File: src/rtl/pipeline_hazard_ctrl_pkg.sv
`default_nettype none
`timescale 1ns/1ps
// ============================================================================
// Module   : pipeline_ctrl_pkg
// Purpose  : Shared types and constants for the 5-stage pipeline hazard
//            controller: FSM state encoding, register-index width and the
//            canonical control vectors driven in each pipeline situation.
// Revision : 1.0 - initial release
// ============================================================================
package pipeline_ctrl_pkg;

    localparam int c_reg_idx_w = 5;

    typedef enum logic [1:0] {
        ST_INIT      = 2'd0,
        ST_RUN       = 2'd1,
        ST_LU_BUBBLE = 2'd2,
        ST_FREEZE    = 2'd3
    } state_t;

    // One bit per pipeline control output; flush bits win over write bits
    // inside the pipeline registers themselves.
    typedef struct packed {
        logic pc_write;
        logic pc_sel;
        logic if_id_write;
        logic id_ex_write;
        logic ex_mem_write;
        logic if_id_flush;
        logic id_ex_flush;
        logic ex_mem_flush;
        logic mem_wb_flush;
    } ctrl_t;

    // Free-running pipeline: everything advances, nothing is squashed.
    localparam ctrl_t c_ctrl_run = '{
        pc_write: 1'b1, pc_sel: 1'b0,
        if_id_write: 1'b1, id_ex_write: 1'b1, ex_mem_write: 1'b1,
        if_id_flush: 1'b0, id_ex_flush: 1'b0, ex_mem_flush: 1'b0,
        mem_wb_flush: 1'b0
    };

    // Priming after reset: PC held, every stage loads a bubble.
    localparam ctrl_t c_ctrl_init = '{
        pc_write: 1'b0, pc_sel: 1'b0,
        if_id_write: 1'b0, id_ex_write: 1'b0, ex_mem_write: 1'b0,
        if_id_flush: 1'b1, id_ex_flush: 1'b1, ex_mem_flush: 1'b1,
        mem_wb_flush: 1'b1
    };

    // Data-memory wait: whole front of the pipe holds, MEM_WB gets a bubble
    // so the stalled access is not retired twice.
    localparam ctrl_t c_ctrl_freeze = '{
        pc_write: 1'b0, pc_sel: 1'b0,
        if_id_write: 1'b0, id_ex_write: 1'b0, ex_mem_write: 1'b0,
        if_id_flush: 1'b0, id_ex_flush: 1'b0, ex_mem_flush: 1'b0,
        mem_wb_flush: 1'b1
    };

endpackage
`default_nettype wire

File: src/rtl/pipeline_hazard_ctrl_hazard_detect.sv
`default_nettype none
`timescale 1ns/1ps
// ============================================================================
// Module   : hazard_detect
// Purpose  : Combinational load-use hazard comparator. Flags when the
//            instruction in ID reads the destination of a load sitting in EX.
// Ports    : id_rs1/id_rs2      - source registers of the ID instruction
//            id_uses_rs1/rs2    - ID instruction actually reads that source
//            ex_mem_read        - EX instruction is a load
//            ex_rd              - destination of the EX instruction
//            mask               - suppresses detection (bubble already issued)
//            hazard             - stall request
// Revision : 1.0 - initial release
// ============================================================================
module hazard_detect
    import pipeline_ctrl_pkg::*;
(
    input  logic [c_reg_idx_w-1:0] id_rs1,
    input  logic [c_reg_idx_w-1:0] id_rs2,
    input  logic                   id_uses_rs1,
    input  logic                   id_uses_rs2,
    input  logic                   ex_mem_read,
    input  logic [c_reg_idx_w-1:0] ex_rd,
    input  logic                   mask,
    output logic                   hazard
);

    logic w_rs1_match;
    logic w_rs2_match;

    assign w_rs1_match = id_uses_rs1 && (id_rs1 == ex_rd);
    assign w_rs2_match = id_uses_rs2 && (id_rs2 == ex_rd);

    // x0 is hard-wired to zero, so a load "into" it never creates a dependency.
    assign hazard = !mask && ex_mem_read && (ex_rd != '0) && (w_rs1_match || w_rs2_match);

endmodule
`default_nettype wire

File: src/rtl/pipeline_hazard_ctrl.sv
`default_nettype none
`timescale 1ns/1ps
// ============================================================================
// Module   : pipeline_hazard_ctrl
// Purpose  : Central stall/flush sequencer for the 5-stage RISC-V pipeline.
//            Primes the pipe after reset, inserts load-use bubbles, squashes
//            wrong-path instructions on taken branches and freezes on data
//            memory waits. Keeps saturating stall/redirect counters.
// Ports    : clk, reset (sync, active-high)
//            id_*/ex_*/mem_busy  - hazard sources from ID, EX and MEM
//            pc_write, pc_sel    - PC load enable and branch-mux select
//            *_write, *_flush    - pipeline-register load enables / bubbles
//            pipe_ready          - priming complete
//            stall_cycles        - cycles with PC held outside priming
//            redirect_count      - taken-branch redirects
// Revision : 1.0 - initial release
// ============================================================================
module pipeline_hazard_ctrl
    import pipeline_ctrl_pkg::*;
#(
    parameter int INIT_CYCLES = 4,
    parameter int CNT_W       = 32
) (
    input  logic                   clk,
    input  logic                   reset,
    input  logic [c_reg_idx_w-1:0] id_rs1,
    input  logic [c_reg_idx_w-1:0] id_rs2,
    input  logic                   id_uses_rs1,
    input  logic                   id_uses_rs2,
    input  logic                   ex_mem_read,
    input  logic [c_reg_idx_w-1:0] ex_rd,
    input  logic                   ex_branch_taken,
    input  logic                   mem_busy,
    output logic                   pc_write,
    output logic                   pc_sel,
    output logic                   if_id_write,
    output logic                   id_ex_write,
    output logic                   ex_mem_write,
    output logic                   if_id_flush,
    output logic                   id_ex_flush,
    output logic                   ex_mem_flush,
    output logic                   mem_wb_flush,
    output logic                   pipe_ready,
    output logic [CNT_W-1:0]       stall_cycles,
    output logic [CNT_W-1:0]       redirect_count
);

    localparam logic [7:0] c_init_last = 8'(INIT_CYCLES - 1);

    state_t           state_q, state_d;
    logic [7:0]       init_cnt_q, init_cnt_d;
    logic [CNT_W-1:0] stall_cycles_q, stall_cycles_d;
    logic [CNT_W-1:0] redirect_count_q, redirect_count_d;
    ctrl_t            ctrl;
    logic             w_hazard;
    logic             w_hazard_mask;

    // A load-use bubble is already in EX while in LU_BUBBLE; re-detecting the
    // same pair would insert a second, useless bubble.
    assign w_hazard_mask = (state_q == ST_LU_BUBBLE) || (state_q == ST_INIT);

    hazard_detect u_hazard_detect (
        .id_rs1      (id_rs1),
        .id_rs2      (id_rs2),
        .id_uses_rs1 (id_uses_rs1),
        .id_uses_rs2 (id_uses_rs2),
        .ex_mem_read (ex_mem_read),
        .ex_rd       (ex_rd),
        .mask        (w_hazard_mask),
        .hazard      (w_hazard)
    );

    always_comb begin
        ctrl             = c_ctrl_run;
        state_d          = ST_RUN;
        init_cnt_d       = init_cnt_q;
        stall_cycles_d   = stall_cycles_q;
        redirect_count_d = redirect_count_q;

        if (state_q == ST_INIT) begin
            ctrl       = c_ctrl_init;
            init_cnt_d = init_cnt_q + 8'd1;
            state_d    = (init_cnt_q == c_init_last) ? ST_RUN : ST_INIT;
        end else begin
            // RUN, LU_BUBBLE and FREEZE share one decision tree; FREEZE
            // without mem_busy behaves exactly like RUN in the same cycle.
            if (mem_busy) begin
                ctrl    = c_ctrl_freeze;
                state_d = ST_FREEZE;
            end else if (ex_branch_taken) begin
                // Any load-use victim in ID is squashed here, so no stall.
                ctrl.pc_sel      = 1'b1;
                ctrl.if_id_flush = 1'b1;
                ctrl.id_ex_flush = 1'b1;
                if (redirect_count_q != '1) begin
                    redirect_count_d = redirect_count_q + CNT_W'(1);
                end
            end else if (w_hazard) begin
                ctrl.pc_write    = 1'b0;
                ctrl.if_id_write = 1'b0;
                ctrl.id_ex_flush = 1'b1;
                state_d          = ST_LU_BUBBLE;
            end

            if (!ctrl.pc_write && (stall_cycles_q != '1)) begin
                stall_cycles_d = stall_cycles_q + CNT_W'(1);
            end
        end
    end

    always_ff @(posedge clk) begin
        if (reset) begin
            state_q          <= ST_INIT;
            init_cnt_q       <= '0;
            stall_cycles_q   <= '0;
            redirect_count_q <= '0;
        end else begin
            state_q          <= state_d;
            init_cnt_q       <= init_cnt_d;
            stall_cycles_q   <= stall_cycles_d;
            redirect_count_q <= redirect_count_d;
        end
    end

    assign pc_write       = ctrl.pc_write;
    assign pc_sel         = ctrl.pc_sel;
    assign if_id_write    = ctrl.if_id_write;
    assign id_ex_write    = ctrl.id_ex_write;
    assign ex_mem_write   = ctrl.ex_mem_write;
    assign if_id_flush    = ctrl.if_id_flush;
    assign id_ex_flush    = ctrl.id_ex_flush;
    assign ex_mem_flush   = ctrl.ex_mem_flush;
    assign mem_wb_flush   = ctrl.mem_wb_flush;
    assign pipe_ready     = (state_q != ST_INIT);
    assign stall_cycles   = stall_cycles_q;
    assign redirect_count = redirect_count_q;

endmodule
`default_nettype wire

File: config.mk
export PLATFORM = sky130hd
export DESIGN_NAME = pipeline_hazard_ctrl
export DESIGN_NICKNAME = d
export VERILOG_FILES = /design/src/rtl/pipeline_hazard_ctrl_pkg.sv /design/src/rtl/pipeline_hazard_ctrl_hazard_detect.sv /design/src/rtl/pipeline_hazard_ctrl.sv
export SDC_FILE = /design/constraint.sdc
export NUM_CORES = 1
export LEC_CHECK = 0
export ABC_AREA = 1
export CAP_MARGIN = 20
export CORE_MARGIN = 2
export CORE_UTILIZATION = 50
export CTS_CLUSTER_SIZE = 25
export DETAILED_ROUTE_END_ITERATION = 10
export PLACE_DENSITY = 0.78
export SKIP_LAST_GASP = 1
export SYNTH_ARGS = -nofsm -noshare
export SYNTH_HDL_FRONTEND = slang
export SYNTH_SLANG_ARGS = --single-unit
File: constraint.sdc
create_clock -name clk -period 2.12 [get_ports clk]
set_clock_uncertainty 0.05 [all_clocks]
set_input_delay 0.424 -clock clk [delete_from_list [all_inputs] [get_ports clk]]
set_output_delay 0.424 -clock clk [all_outputs]
set_load 0.01 [all_outputs]
==> results summary <==
The run finished with clean final reports. The max-slew violation count is 0. The xor-xnor portion of the synthesized cell area came out at 4.76%. The number of core rows came out at 35.

At the worst endpoint, the required time is 1.65 ns. The largest voltage drop on the vdd net came out at 0.410 mV. The headroom to the max-slew limit came out at 70.0%. The portion of the post-synthesis area used by sequential elements is 30.9%. The detailed-router iteration count before antenna repair came out at 6. The total overflow reported by the global router is 0. The number of failing setup endpoints in the final timing report is 0. The critical path arrival is 1.56 ns. The leakage power figure came out at 2.67 nW. Global routing used 27.6% of the available tracks. The via density per instance is 5.22. Routability-driven placement finished with a final weighted congestion of 0.926. The H-tree was split into 3 levels. The synthesis-to-finish area growth came out at 32.3%.

The final hold violation count is 0. In this run the clock root is driven by a sky130_fd_sc_hd__clkbuf_8. The number of warnings reported in the yosys synthesis log came out at 0. The total half-perimeter wirelength after legalization and detailed placement is 10500 um.

The maximum number of pins on one net before global-route repair is 34. The cts-stage hold buffer count came out at 0. The number of global-route vias before repair came out at 5004. Of the total synthesized cell area, the portion taken by full adders, half adders and majority gates is 0.784%. The filler cell count in the final layout is 881. The number of antenna violations at the first check in global routing came to 0. In this run the standard cell core region covers 0.00928 mm2.

The final critical path takes up 96.2% of the cycle. The achievable frequency is 0.491 GHz. The number of buffers on the longest clock path is 2. Subtracting the final worst setup slack from the clock period gives 2.04 ns.

The count of routing violations after the opening detailed-route iteration is 321. The count of nets left with antenna violations once routing finished came out at 0. The synthesized netlist net count is 820. After synthesis, the largest family of logic cells by area is simple AND/OR/NAND/NOR gates.

The kind of start point of the critical path is a flop. Clock tree synthesis found a total of 74 sinks. The slew at the pin with the worst max-slew slack is 0.446 ns. The share of cells above drive strength 1 is 9.93%. The final routed wire length divided by cell count came out at 13.3 um. After clock tree synthesis, the clock-pin slew on the worst setup and hold paths is 0.08 ns. The number of buffers added on ports came out at 95. In the final design database the tool counted 936 nets. The worst setup path is captured at an output port. The post-layout worst setup margin came out at 0.0814 ns. The die footprint came out at 0.0104 mm2. The routed via count came out at 5458. For this run, the number of standard cells in the final layout without fillers is 1045. Synthesis produced 795 cells. The netlist uses 30 different library cells. The repair_antennas step left the layout with diodes totalling 0.

The max-capacitance violation count came out at 0. The initial utilization of the core area, before any placement, comes to 51.6%. The number of placed instances with taps included is 1024.

The count of state elements after synthesis came out at 74. Setup total negative slack on the finished layout was measured at 0 ns. The setup path with the least slack is of type flop to output port. The die width came out at 102 um. The path class of the tightest hold or removal check is input port to flop. The pre-CTS worst setup slack is -0.456 ns. In this run the worst path has a maximum fanout of 5. TritonCTS built the clock tree. The clock latency at the later pin of the worst-skew pair came out at 0.35 ns. The synthesized netlist devotes 45.6% of its cell area to simple gates. The multiplexer fraction of the synthesized cell area came out at 0%. The total I/O pin count is 96. Wires add up to 13900 um. The first global-routing pass estimated 23100 um of wire. The cell area after technology mapping is 0.00479 mm2.

A synthesized cell averages 6.02 um2. From bottom edge to top edge, the die measures 102 um. For this run, design rule violations remaining after detail routing come to 0. For this design the ratio of total power to cell area is 546 mW/mm2. The area fraction in compound gates after synthesis is 5.23%. The number of clock buffers inserted by TritonCTS came out at 9.
## where the power goes
part | leakage [nW] | total [mW] | internal (mW) | switching [mW]
Combinational | 1.95 | 0.659 | 0.303 | 0.356
Clock | 0.119 | 1.30 | 0.758 | 0.545
Sequential | 0.599 | 1.49 | 1.44 | 0.0512
## worst max-delay path: stages (launching register included)
cell,delay (ns)
sky130_fd_sc_hd__dfxtp_1,0.33
sky130_fd_sc_hd__nor2_4,0.21
sky130_fd_sc_hd__buf_6,0.16
sky130_fd_sc_hd__clkdlybuf4s50_1,0.53
## worst paths after layout
kind	from	end	slack [ns]	cells after the start
worst min-delay path	mem_busy	state_q[0]$_SDFF_PP0_	0.37	3
worst max-delay path	state_q[1]$_SDFF_PP0_	ex_mem_flush	0.08	3
worst max register to register	stall_cycles[2]$_SDFFE_PP0P_	stall_cycles[29]$_SDFFE_PP0P_	0.13	10
worst min register to register	init_cnt_q[0]$_SDFFE_PP0P_	init_cnt_q[0]$_SDFFE_PP0P_	0.45	2
## Yosys cell counts (all sizes together)
cell type	n	area, um2
clkbuf	8	30.0
nor3b	1	7.51
clkinv	8	30.0
ha	3	37.5
xnor2	6	52.6
nand2	250	953
o21ai	12	60.1
nand4	40	250
nor4	4	25.0
a31o	1	8.76
a21oi	35	175
nand3b	3	22.5
nor3	33	165
nand3	48	268
buf	20	145
a31oi	1	6.26
xor2	20	175
nor2	121	492
inv	107	402
dfxtp	74	1480
## placed cells by master, fill, tap and decap left out, types with 8 or more instances in the layout
cell type	synthesis	layout
sky130_fd_sc_hd__nand3_1	44	42
sky130_fd_sc_hd__a21oi_1	35	35
sky130_fd_sc_hd__dlygate4sd2_1	0	11
sky130_fd_sc_hd__clkdlybuf4s50_1	0	71
sky130_fd_sc_hd__nand4_1	40	40
sky130_fd_sc_hd__clkbuf_8	0	12
sky130_fd_sc_hd__xor2_1	20	20
sky130_fd_sc_hd__o21ai_0	9	9
sky130_fd_sc_hd__buf_4	8	32
sky130_fd_sc_hd__inv_1	104	103
sky130_fd_sc_hd__nor2_2	3	8
sky130_fd_sc_hd__nor2_1	114	108
sky130_fd_sc_hd__nand2_1	246	245
sky130_fd_sc_hd__nor3_1	33	33
sky130_fd_sc_hd__dlymetal6s2s_1	0	10
sky130_fd_sc_hd__clkinv_1	8	8
sky130_fd_sc_hd__dfxtp_1	74	70
## metrics by stage
stage | hold slack (ns) | utilization, % | power (mW) | area (um2)
2_1_floorplan | 0.405 | - | 1.85 | 4790
3_3_place_gp | 0.425 | 64.7 | 2.12 | 6010
3_5_place_dp | 0.439 | 64.7 | 2.14 | 6010
4_1_cts | 0.449 | 67.4 | 3.44 | 6250
5_1_grt | 0.395 | 68.2 | 3.60 | 6330
6_report | 0.373 | 68.2 | 3.45 | 6330
## logic make-up after synthesis
group / count (synthesis)
xor+xnor: 26
fa+ha+maj: 3
simple gates: 500
buf+inv: 143
flops: 74
compound gates: 49
## sequential cells by signal, summed over array words and instances (netlist names)
signal / count
redirect_count: 32
stall_cycles: 32
init_cnt_q: 8
state_q: 2
## layout make-up
class	count	area [um2]	area share (%)
timing repair buffer	133	1280	20.2
inverter	115	432	6.82
clock buffer	12	165	2.61
clock inverter	4	72.6	1.15
multi-input combinational	578	2730	43.2
sequential	74	1490	23.5
tap	129	161	2.55
## repair_timing
| item | 4_1_cts | 5_1_grt |
|---|---|---|
| setup buffers | 2 | 3 |
| gates resized for setup | 26 | 25 |
| pin swaps | 5 | 11 |
| endpoints found under the setup margin | 9 | 43 |
## layer usage
| layer | wire (um) | global-route usage (%) | vias up |
|---|---|---|---|
| met5 | 0 | 0 | - |
| met4 | 225 | 9.44 | 0 |
| met3 | 670 | 3.21 | 19 |
| met2 | 6650 | 46.3 | 161 |
| met1 | 6380 | 37.1 | 2558 |
| li1 | - | - | 2720 |
Power figures use the tool's default switching activity.
